--- src/rtl/alu_mem_pkg.sv ---
// Shared constants and types for the ALU bus initiator: register map,
// ALU op encoding and the master FSM state set.
package alu_mem_pkg;

    localparam logic [1:0]  ADDR_A      = 2'd0;
    localparam logic [1:0]  ADDR_B      = 2'd1;
    localparam logic [1:0]  ADDR_OP     = 2'd2;
    localparam logic [1:0]  ADDR_EXEC   = 2'd3;
    localparam logic [7:0]  EXEC_DATA   = 8'h01;
    localparam logic [15:0] DIV0_RESULT = 16'hDEAD;

    typedef enum logic [2:0] {
        OP_NOP = 3'd0,
        OP_ADD = 3'd1,
        OP_SUB = 3'd2,
        OP_MUL = 3'd3,
        OP_DIV = 3'd4
    } alu_op_e;

    typedef enum logic [2:0] {
        S_IDLE,
        S_WR_A,
        S_WR_B,
        S_WR_OP,
        S_WR_EXEC,
        S_WAIT,
        S_CAPTURE,
        S_RESP
    } state_e;

    // First register write still needed, in map order; EXEC is always issued.
    function automatic state_e first_write(input logic need_a,
                                           input logic need_b,
                                           input logic need_op);
        state_e nxt;
        if (need_a)       nxt = S_WR_A;
        else if (need_b)  nxt = S_WR_B;
        else if (need_op) nxt = S_WR_OP;
        else              nxt = S_WR_EXEC;
        return nxt;
    endfunction

endpackage

--- src/rtl/alu_mem_master_if.sv ---
// Command, response and memory-bus signals of the ALU bus initiator.
// The master modport is the initiator's view; slave is the environment's.
interface alu_mem_master_if #(
    parameter int ADDR_WIDTH = 2,
    parameter int DATA_WIDTH = 8,
    parameter int RES_WIDTH  = 16
);
    logic                  cmd_valid;
    logic                  cmd_ready;
    logic [DATA_WIDTH-1:0] cmd_a;
    logic [DATA_WIDTH-1:0] cmd_b;
    logic [2:0]            cmd_op;

    logic                  rsp_valid;
    logic                  rsp_ready;
    logic [RES_WIDTH-1:0]  rsp_result;
    logic                  rsp_div0;
    logic                  rsp_err;

    logic                  bus_enable;
    logic                  bus_rd_wr;
    logic [ADDR_WIDTH-1:0] bus_addr;
    logic [DATA_WIDTH-1:0] bus_wr_data;
    logic [RES_WIDTH-1:0]  bus_res_out;

    modport master (
        input  cmd_valid, cmd_a, cmd_b, cmd_op, rsp_ready, bus_res_out,
        output cmd_ready, rsp_valid, rsp_result, rsp_div0, rsp_err,
               bus_enable, bus_rd_wr, bus_addr, bus_wr_data
    );

    modport slave (
        output cmd_valid, cmd_a, cmd_b, cmd_op, rsp_ready, bus_res_out,
        input  cmd_ready, rsp_valid, rsp_result, rsp_div0, rsp_err,
               bus_enable, bus_rd_wr, bus_addr, bus_wr_data
    );
endinterface

--- src/rtl/alu_mem_master.sv ---
// Bus initiator for the memory-mapped ALU: programs A/B/OP/EXEC over the bus,
// skipping writes whose value the ALU already holds, then returns the result.
module alu_mem_master
    import alu_mem_pkg::*;
#(
    parameter int ADDR_WIDTH = 2,
    parameter int DATA_WIDTH = 8,
    parameter int RES_WIDTH  = 16
) (
    input  logic                 clk,
    input  logic                 rst,
    alu_mem_master_if.master     bus
);

    state_e                state_q, state_d;

    logic [DATA_WIDTH-1:0] a_q, a_d, b_q, b_d;
    logic [2:0]            op_q, op_d;
    logic [DATA_WIDTH-1:0] sh_a_q, sh_a_d, sh_b_q, sh_b_d, sh_op_q, sh_op_d;

    logic                  cmd_ready_q, cmd_ready_d;
    logic                  rsp_valid_q, rsp_valid_d;
    logic [RES_WIDTH-1:0]  rsp_result_q, rsp_result_d;
    logic                  rsp_div0_q, rsp_div0_d;
    logic                  rsp_err_q, rsp_err_d;
    logic                  bus_enable_q, bus_enable_d;
    logic [ADDR_WIDTH-1:0] bus_addr_q, bus_addr_d;
    logic [DATA_WIDTH-1:0] bus_wr_data_q, bus_wr_data_d;

    logic                  accept;
    logic [DATA_WIDTH-1:0] a_cur, b_cur, op_word;
    logic [2:0]            op_cur;
    logic                  need_a, need_b, need_op;

    // In IDLE the operands come straight from the command port so the first
    // write can be set up on the accept edge itself.
    assign accept  = (state_q == S_IDLE) && bus.cmd_valid && cmd_ready_q;
    assign a_cur   = (state_q == S_IDLE) ? bus.cmd_a  : a_q;
    assign b_cur   = (state_q == S_IDLE) ? bus.cmd_b  : b_q;
    assign op_cur  = (state_q == S_IDLE) ? bus.cmd_op : op_q;
    assign op_word = {{(DATA_WIDTH-3){1'b0}}, op_cur};
    assign need_a  = (a_cur   != sh_a_q);
    assign need_b  = (b_cur   != sh_b_q);
    assign need_op = (op_word != sh_op_q);

    always_ff @(posedge clk or posedge rst) begin
        if (rst) begin
            state_q       <= S_IDLE;
            a_q           <= '0;
            b_q           <= '0;
            op_q          <= '0;
            sh_a_q        <= '1;
            sh_b_q        <= '1;
            sh_op_q       <= '1;
            cmd_ready_q   <= 1'b1;
            rsp_valid_q   <= 1'b0;
            rsp_result_q  <= '0;
            rsp_div0_q    <= 1'b0;
            rsp_err_q     <= 1'b0;
            bus_enable_q  <= 1'b0;
            bus_addr_q    <= '0;
            bus_wr_data_q <= '0;
        end else begin
            state_q       <= state_d;
            a_q           <= a_d;
            b_q           <= b_d;
            op_q          <= op_d;
            sh_a_q        <= sh_a_d;
            sh_b_q        <= sh_b_d;
            sh_op_q       <= sh_op_d;
            cmd_ready_q   <= cmd_ready_d;
            rsp_valid_q   <= rsp_valid_d;
            rsp_result_q  <= rsp_result_d;
            rsp_div0_q    <= rsp_div0_d;
            rsp_err_q     <= rsp_err_d;
            bus_enable_q  <= bus_enable_d;
            bus_addr_q    <= bus_addr_d;
            bus_wr_data_q <= bus_wr_data_d;
        end
    end

    always_comb begin
        state_d = state_q;
        case (state_q)
            S_IDLE:    if (accept) state_d = first_write(need_a, need_b, need_op);
            S_WR_A:    state_d = first_write(1'b0, need_b, need_op);
            S_WR_B:    state_d = first_write(1'b0, 1'b0, need_op);
            S_WR_OP:   state_d = S_WR_EXEC;
            S_WR_EXEC: state_d = S_WAIT;
            S_WAIT:    state_d = S_CAPTURE;
            S_CAPTURE: state_d = S_RESP;
            S_RESP:    if (bus.rsp_ready) state_d = S_IDLE;
            default:   state_d = S_IDLE;
        endcase
    end

    // Registered outputs are loaded from the upcoming state so each one is
    // valid for exactly the cycle that state occupies.
    always_comb begin
        a_d           = a_q;
        b_d           = b_q;
        op_d          = op_q;
        sh_a_d        = sh_a_q;
        sh_b_d        = sh_b_q;
        sh_op_d       = sh_op_q;
        rsp_result_d  = rsp_result_q;
        rsp_div0_d    = rsp_div0_q;
        rsp_err_d     = rsp_err_q;
        bus_enable_d  = 1'b0;
        bus_addr_d    = '0;
        bus_wr_data_d = '0;

        if (accept) begin
            a_d  = bus.cmd_a;
            b_d  = bus.cmd_b;
            op_d = bus.cmd_op;
        end

        case (state_q)
            S_WR_A:  sh_a_d  = a_q;
            S_WR_B:  sh_b_d  = b_q;
            S_WR_OP: sh_op_d = {{(DATA_WIDTH-3){1'b0}}, op_q};
            S_CAPTURE: begin
                rsp_result_d = bus.bus_res_out;
                rsp_div0_d   = (op_q == 3'(OP_DIV)) && (b_q == '0);
                rsp_err_d    = (op_q > 3'(OP_DIV));
            end
            default: ;
        endcase

        case (state_d)
            S_WR_A: begin
                bus_enable_d  = 1'b1;
                bus_addr_d    = ADDR_WIDTH'(ADDR_A);
                bus_wr_data_d = a_cur;
            end
            S_WR_B: begin
                bus_enable_d  = 1'b1;
                bus_addr_d    = ADDR_WIDTH'(ADDR_B);
                bus_wr_data_d = b_cur;
            end
            S_WR_OP: begin
                bus_enable_d  = 1'b1;
                bus_addr_d    = ADDR_WIDTH'(ADDR_OP);
                bus_wr_data_d = op_word;
            end
            S_WR_EXEC: begin
                bus_enable_d  = 1'b1;
                bus_addr_d    = ADDR_WIDTH'(ADDR_EXEC);
                bus_wr_data_d = DATA_WIDTH'(EXEC_DATA);
            end
            default: ;
        endcase

        cmd_ready_d = (state_d == S_IDLE);
        rsp_valid_d = (state_d == S_RESP);
    end

    // cmd_ready is gated so it reads 0 during reset yet is 1 right after release.
    assign bus.cmd_ready   = cmd_ready_q & ~rst;
    assign bus.rsp_valid   = rsp_valid_q;
    assign bus.rsp_result  = rsp_result_q;
    assign bus.rsp_div0    = rsp_div0_q;
    assign bus.rsp_err     = rsp_err_q;
    assign bus.bus_enable  = bus_enable_q;
    assign bus.bus_rd_wr   = 1'b0;
    assign bus.bus_addr    = bus_addr_q;
    assign bus.bus_wr_data = bus_wr_data_q;

endmodule
--- src/flat_wrapper.sv ---
// flat-port wrapper written by rule: the top's interface ports become plain ports
module alu_mem_master_flat import alu_mem_pkg::*;
#(
    parameter int ADDR_WIDTH = 2,
    parameter int DATA_WIDTH = 8,
    parameter int RES_WIDTH  = 16
)
  (clk, rst, bus_cmd_valid, bus_cmd_a, bus_cmd_b, bus_cmd_op, bus_rsp_ready, bus_bus_res_out, bus_cmd_ready, bus_rsp_valid, bus_rsp_result, bus_rsp_div0, bus_rsp_err, bus_bus_enable, bus_bus_rd_wr, bus_bus_addr, bus_bus_wr_data);
  alu_mem_master_if #(.ADDR_WIDTH(ADDR_WIDTH), .DATA_WIDTH(DATA_WIDTH), .RES_WIDTH(RES_WIDTH)) bus_i ();
  input  logic clk;
  input  logic rst;
  input wire logic [$bits(bus_i.cmd_valid)-1:0] bus_cmd_valid;
  input wire logic [$bits(bus_i.cmd_a)-1:0] bus_cmd_a;
  input wire logic [$bits(bus_i.cmd_b)-1:0] bus_cmd_b;
  input wire logic [$bits(bus_i.cmd_op)-1:0] bus_cmd_op;
  input wire logic [$bits(bus_i.rsp_ready)-1:0] bus_rsp_ready;
  input wire logic [$bits(bus_i.bus_res_out)-1:0] bus_bus_res_out;
  output wire logic [$bits(bus_i.cmd_ready)-1:0] bus_cmd_ready;
  output wire logic [$bits(bus_i.rsp_valid)-1:0] bus_rsp_valid;
  output wire logic [$bits(bus_i.rsp_result)-1:0] bus_rsp_result;
  output wire logic [$bits(bus_i.rsp_div0)-1:0] bus_rsp_div0;
  output wire logic [$bits(bus_i.rsp_err)-1:0] bus_rsp_err;
  output wire logic [$bits(bus_i.bus_enable)-1:0] bus_bus_enable;
  output wire logic [$bits(bus_i.bus_rd_wr)-1:0] bus_bus_rd_wr;
  output wire logic [$bits(bus_i.bus_addr)-1:0] bus_bus_addr;
  output wire logic [$bits(bus_i.bus_wr_data)-1:0] bus_bus_wr_data;
  assign bus_i.cmd_valid = bus_cmd_valid;
  assign bus_i.cmd_a = bus_cmd_a;
  assign bus_i.cmd_b = bus_cmd_b;
  assign bus_i.cmd_op = bus_cmd_op;
  assign bus_i.rsp_ready = bus_rsp_ready;
  assign bus_i.bus_res_out = bus_bus_res_out;
  assign bus_cmd_ready = bus_i.cmd_ready;
  assign bus_rsp_valid = bus_i.rsp_valid;
  assign bus_rsp_result = bus_i.rsp_result;
  assign bus_rsp_div0 = bus_i.rsp_div0;
  assign bus_rsp_err = bus_i.rsp_err;
  assign bus_bus_enable = bus_i.bus_enable;
  assign bus_bus_rd_wr = bus_i.bus_rd_wr;
  assign bus_bus_addr = bus_i.bus_addr;
  assign bus_bus_wr_data = bus_i.bus_wr_data;
  alu_mem_master #(.ADDR_WIDTH(ADDR_WIDTH), .DATA_WIDTH(DATA_WIDTH), .RES_WIDTH(RES_WIDTH)) u_core (.clk(clk), .rst(rst), .bus(bus_i));
endmodule
--- config.mk ---
export PLATFORM = sky130hd
export DESIGN_NAME = alu_mem_master_flat
export DESIGN_NICKNAME = d
export VERILOG_FILES = /design/src/rtl/alu_mem_pkg.sv /design/src/rtl/alu_mem_master_if.sv /design/src/rtl/alu_mem_master.sv /design/src/flat_wrapper.sv
export SDC_FILE = /design/constraint.sdc
export NUM_CORES = 1
export LEC_CHECK = 0
export BUFFER_PORTS_ARGS = -buffer_cell sky130_fd_sc_hd__buf_2
export CAP_MARGIN = 20
export CORE_AREA = 2 2 84 86
export DETAILED_ROUTE_END_ITERATION = 8
export DIE_AREA = 0 0 86 88
export MAX_ROUTING_LAYER = met4
export PLACE_DENSITY = 0.77
export SYNTH_ARGS = -nofsm -noshare
export SYNTH_HDL_FRONTEND = slang
export SYNTH_SLANG_ARGS = --single-unit
--- constraint.sdc ---
create_clock -name clk -period 3.9 [get_ports clk]
set_input_delay 0.78 -clock clk [delete_from_list [all_inputs] [get_ports clk]]
set_output_delay 0.78 -clock clk [all_outputs]
set_load 0.005 [all_outputs]
======== After elaboration in Yosys (flattened, before gate mapping) ========
Index checks and enable logic that the tools add are counted.
storage, ports and cells
  flip-flop bits (word level) ............. 77
  input port bits ......................... 39
  output and inout bits ................... 32
  word-level logic and storage cells ...... 53
cells by class
  $lt $le $gt $ge ......................... 1
  equality and inequality tests ........... 16
  muxes and demuxes ....................... 12
  bitwise logic cells ..................... 2
  reductions and logical operators ........ 7
operator list
  cell                                                                    number
  8-bit one-hot mux with 4 select lines                                   1
  3-bit one-hot mux with 8 select lines                                   1
  3-bit equality test (second input constant)                             7
  3-bit 2-to-1 mux                                                        6
  8-bit 2-to-1 mux                                                        2
  8-bit inequality test                                                   2
  3-bit by 2-bit equality test with 1-bit output (second input constant)  4
  8-bit logical NOT                                                       1
  3-bit by 8-bit inequality test with 1-bit output                        1
  3-bit by 1-bit equality test with 1-bit output (second input constant)  2
  3-bit logical NOT                                                       2
  2-bit one-hot mux with 3 select lines                                   1
  4-bit OR reduction                                                      1
  3-bit > comparator (second input constant)                              1
  1-bit logical AND                                                       3
  1-bit AND                                                               1
  1-bit 2-to-1 mux                                                        1
  1-bit NOT                                                               1

======== Depth between registers and ports, before layout ========
  depth after elaboration ................. 11
  mapped depth ............................ 13
  gate-level depth less buffers ........... 10

======== Worst setup path before layout ========
No wires, ideal clock.
  kind .................................... input to register
  start point ............................. input bus_cmd_a[1]
  end point ............................... register u_core.bus_wr_data_q[2], in the netlist u_core.bus.bus_wr_data[2]
  setup time .............................. 131 ps
  arrival ................................. 2,811 ps
  required time ........................... 3,769 ps
  slack ................................... 958 ps
  stages .................................. 10
  buffers on the path ..................... 1
  cell sequence ........................... nor4b_1 > o21ai_0 > a2111oi_4 > nand3_2 > a22o_4 > and3_4 > buf_6 > nand3_2 > nor3_1 > or3_1
between the ends
  cells in the longest elaborated chain, start to end .. 7
  elaborated cells on any way between the ends .. 10
  those cells by class .................... eq/ne (5); mux (5)
ends and longest elaborated chain
  element                                      line                   source
  from (decl)                                  flat_wrapper.sv:13     input wire logic [$bits(bus_i.cmd_a)-1:0] bus_cmd_a;
  8-bit 2-to-1 mux *                           alu_mem_master.sv:38   assign a_cur = (state_q == S_IDLE) ? bus.cmd_a : a_q;
  8-bit inequality test *                      alu_mem_master.sv:42   assign need_a = (a_cur != sh_a_q);
  3-bit 2-to-1 mux *                           alu_mem_pkg.sv:36      if (need_a) nxt = S_WR_A;
  3-bit 2-to-1 mux *                           alu_mem_master.sv:85   S_IDLE: if (accept) state_d = first_write(need_a, need_b, need_op);
  3-bit one-hot mux with 8 select lines *      alu_mem_master.sv:84   case (state_q)
  3-bit equality test (tied with other cells)  alu_mem_master.sv:131  case (state_d)
  8-bit one-hot mux with 4 select lines *      alu_mem_master.sv:131
  named net u_core.bus_wr_data_d[2]            alu_mem_master.sv:28   logic [DATA_WIDTH-1:0] bus_wr_data_q, bus_wr_data_d;
  to (signal assigned)                         alu_mem_master.sv:78   bus_wr_data_q <= bus_wr_data_d;
  to (decl)                                    alu_mem_master.sv:28
The timed path passes the listed nets; every way through them passes the cells marked *.
A chain may end at the register's enable or synchronous reset.

======== Worst setup path after layout ========
  start point ............................. register u_core.state_q[2]
  end point ............................... register u_core.bus_wr_data_q[2], in the netlist u_core.bus.bus_wr_data[2]
between the ends
  cells in the longest elaborated chain, start to end .. 10
  elaborated cells on any way between the ends .. 27
  those cells by class .................... eq/ne (14); mux (10); reduce/logical (3)
ends and longest elaborated chain
  element                                           line                   source
  from (decl)                                       alu_mem_master.sv:15   state_e state_q, state_d;
  from (signal assigned)                            alu_mem_master.sv:64   state_q <= state_d;
  3-bit logical NOT                                 -
  3-bit 2-to-1 mux                                  alu_mem_master.sv:40   assign op_cur = (state_q == S_IDLE) ? bus.cmd_op : op_q;
  3-bit by 8-bit inequality test with 1-bit output  alu_mem_master.sv:44   assign need_op = (op_word != sh_op_q);
  3-bit 2-to-1 mux                                  alu_mem_pkg.sv:38      else if (need_op) nxt = S_WR_OP;
  3-bit 2-to-1 mux                                  alu_mem_pkg.sv:37      else if (need_b) nxt = S_WR_B;
  3-bit 2-to-1 mux                                  alu_mem_pkg.sv:36
  3-bit 2-to-1 mux                                  alu_mem_master.sv:85
  3-bit one-hot mux with 8 select lines             alu_mem_master.sv:84
  3-bit equality test (tied with other cells)       alu_mem_master.sv:131
  8-bit one-hot mux with 4 select lines *           alu_mem_master.sv:131
  named net u_core.bus_wr_data_d[2]                 alu_mem_master.sv:28
Marks and branches as above.

==> summary.md <==
| Metric | Value |
|---|---|
| Element type at the critical path end | `flop` |
| Yosys Warn Count | `0` |
| Post-cts hold buffer count | `0` |
| Critical-path cell list | `nor3_2 -> buf_4 -> mux2i_1 -> o2bb2ai_1 -> a2111oi_4 -> nand3_1 -> a21oi_1 -> buf_4 -> mux2i_1 -> a211oi_1 -> or3_1` |
| Top cell type's share of synthesized area | `36.8%` |
| Vias in the first global route | `2348` |
| Slew @ Worst Pin | `789 ps` |
| Flop pwr share | `39.5%` |
| Hold Path Class | `flop to flop` |
| Commonest non-fill, non-tap cell in the layout | `buf_2` |
| Clock latency on the worst-skew pair | `360 ps` |
| Die Y | `88 um` |
| Min Hold Slack | `469 ps` |
| DRT Wirelength | `7520 um` |
| Max-Cap Viols | `0` |
| # DRC | `0` |
| CP Data Arrival Time | `3440 ps` |
| Cts bufs inserted | `9` |
| Clock Path Buffers | `2` |
| CTS tree | `done` |
| Fmax | `312 MHz` |
| Via count | `2549` |
| 1st-iter DRT viols | `189` |
| Fin crit share | `82.1%` |
| Final core occ | `63.0%` |
| CTS sink cnt | `73` |
| Max Clock Skew | `8.72 ps` |
| Internal Power | `2.01 mW` |
| CTS resizes | `0` |
| Routed Antenna Nets | `0` |
| Unrepaired setup endpoints after global routing | `no` |
| Net load switching power | `1.15 mW` |
| First-pass GRT wire length | `11700 um` |
| H-tree Lvls | `3` |
| Dpl ws | `666 ps` |
| Post-synth cell types | `48` |
| Drt wl/cell | `16.5 um` |
| Row count | `30` |
| Die width | `86 um` |
| DIE AREA | `0.00757 mm^2` |
| Status | `complete, no violations` |
| Syn avg cell area | `11.9 um^2` |
| Overall Power | `3.16 mW` |
| Placer Congestion | `0.979` |
| Core Area | `0.00664 mm^2` |
| Clock share of power | `20.5%` |
| Leakage power | `1.91 nW` |
| Path type of the worst setup path | `flop to flop` |
| Initial antenna violation count | `0` |
| Top delay family on crit path | `compound AO/OA/AOI/OAI gates` |
| DR vias/cell | `5.59` |
| Synthesized area | `0.00354 mm^2` |
| EDFF count, synth | `0` |
| Combinational group share of total power | `40.0%` |
| NumNets Final | `410` |
| Total global-route track usage | `21.1%` |
| Root Driver | `clkbuf_8` |
| CP max FO | `19` |
| Placed insts | `440` |
| Most frequent cells in the layout | `buf_2 (69), dfrtp_1 (52), mux2_2 (47)` |
| Yosys top cell by area | `dfrtp_1` |
| Ports | `71` |
| Design area | `0.00418 mm^2` |
| Worst Path Buf+Inv | `2` |
| CP max-delay cell | `dfrtp_1` |
| PD cells | `754 mW/mm^2` |
| Setup WS post-layout | `697 ps` |
| Tmin final | `3200 ps` |
| Non-Filler Instances | `456` |
| Placed Area | `0.00396 mm^2` |
| Primary FF master, synth | `dfrtp_1` |
| Sw Share | `36.4%` |
| Slew Viols, Final | `0` |
| Final Hold Viols | `0` |
| Peak VDD IR | `0.279 mV` |
| Register area share after synthesis | `52.4%` |
| Layout area overhead | `18.2%` |
| FF+latch count, synth | `73` |
| Largest net degree at the start of global routing | `30` |
| Postcts setup bufs | `0` |
| Clock transition at path regs | `70 ps` |
| IO buf count | `69` |
| Layout cells sized above 1 | `46.0%` |
| Max stage delay on crit path | `490 ps` |
| Pre-Repair DR Iteration Count | `4` |
| Final setup viols | `0` |
| ANT cells | `0` |
| Ys async rst share | `100%` |
| CP required | `4130 ps` |
| Setup crit start kind | `flop` |
| Syn Nets | `337` |
| Setup TNS | `0 ps` |
| Fill cells | `514` |
| Cells after synthesis | `298` |
| Initial core utilization | `53.3%` |
| HPWL Detailed | `5470 um` |
| GRT Residual Overflow | `0` |
| Synth area leaders | `dfrtp_1 (37%), dfstp_2 (16%), mux2_2 (15%), mux2i_1 (4.5%), nand2_1 (3.2%)` |
| Rel. slew slack | `47.2%` |
registers in the layout, indices dropped and copies added, names as in the netlist:
register and flops:
u_core.a_q 8, u_core.b_q 8, u_core.bus.bus_addr 2, u_core.bus.bus_enable 1, u_core.bus.bus_wr_data 8, u_core.bus.rsp_div0 1, u_core.bus.rsp_err 1, u_core.bus.rsp_result 16
u_core.bus.rsp_valid 1, u_core.cmd_ready_q 1, u_core.op_q 3, u_core.sh_a_q 8, u_core.sh_b_q 8, u_core.sh_op_q 4, u_core.state_q 3
metal layers:
metal	vias to the layer above	wire, um	track usage, %
met1	1249	3200	27.5
met4	0	146	9.09
met2	84	3810	33.0
li1	1201	-	-
met5	-	0	-
met3	15	361	3.11
path summary, 6_finish.rpt:
| check | cells past startpoint | endpoint | slack [ps] | start |
|---|---|---|---|---|
| worst min-delay path | 2 | u_core.sh_a_q[5]$_DFFE_PP1P_ | 470 | u_core.sh_a_q[5]$_DFFE_PP1P_ |
| worst min register to register | 2 | u_core.sh_a_q[5]$_DFFE_PP1P_ | 470 | u_core.sh_a_q[5]$_DFFE_PP1P_ |
| worst max register to register | 11 | u_core.bus.bus_wr_data[2]$_DFF_PP0_ | 700 | u_core.state_q[2]$_DFF_PP0_ |
| max in group asynchronous | 4 | u_core.bus.rsp_result[5]$_DFFE_PP0P_ | 2560 | rst |
| worst max-delay path | 11 | u_core.bus.bus_wr_data[2]$_DFF_PP0_ | 700 | u_core.state_q[2]$_DFF_PP0_ |
| min in group asynchronous | 2 | u_core.a_q[0]$_DFFE_PP0P_ | 510 | rst |
final cells by class:
cell class                      count  area (um^2)  share of cell area (%)
Sequential cell                    73         1850                    44.3
Multi-Input combinational cell    199         1560                    37.3
Timing Repair Buffer               75          403                    9.63
Clock buffer                        9          124                    2.96
Tap cell                           80          100                    2.39
Clock inverter                      7         95.1                    2.27
Inverter                           13         48.8                    1.17
synth_stat cells, types with 2 or more instances:
cell,instances
a2111oi_4,2
a21oi_1,6
and2_1,2
buf_2,3
buf_4,2
buf_6,3
clkbuf_1,5
dfrtp_1,52
dfstp_2,21
inv_1,11
inv_2,2
mux2_2,47
mux2i_1,16
nand2_1,30
nand2b_1,3
nand3_2,2
nor2_1,11
nor3_1,5
nor4_1,4
o2111ai_1,3
o21ai_0,15
o22ai_1,11
o31a_1,2
or3_1,4
xnor2_1,7
xor2_1,7
power by group through the flow:
stage          registers (mW)  logic (mW)  clock network (mW)
2_1_floorplan            1.20       0.973                   0
3_3_place_gp             1.24        1.23                   0
3_5_place_dp             1.26        1.25                   0
4_1_cts                  1.24        1.26               0.662
5_1_grt                  1.28        1.38               0.691
6_report                 1.25        1.26               0.646
tightest hold or removal path, stage by stage (launching register included):
cell and delay [ps]:
dfstp_2 380, nand2_1 50, nand2_1 50
kinds of logic after synthesis:
family / count (synthesis) / share of synthesized area (%)
simple gates: 71 / 9.97
compound gates: 50 / 10.9
xor+xnor: 14 / 3.47
buf+inv: 26 / 3.71
flops: 73 / 52.4
mux: 63 / 19.5
other cells: 1 / 0.106
(Power assumes the default switching activity.)
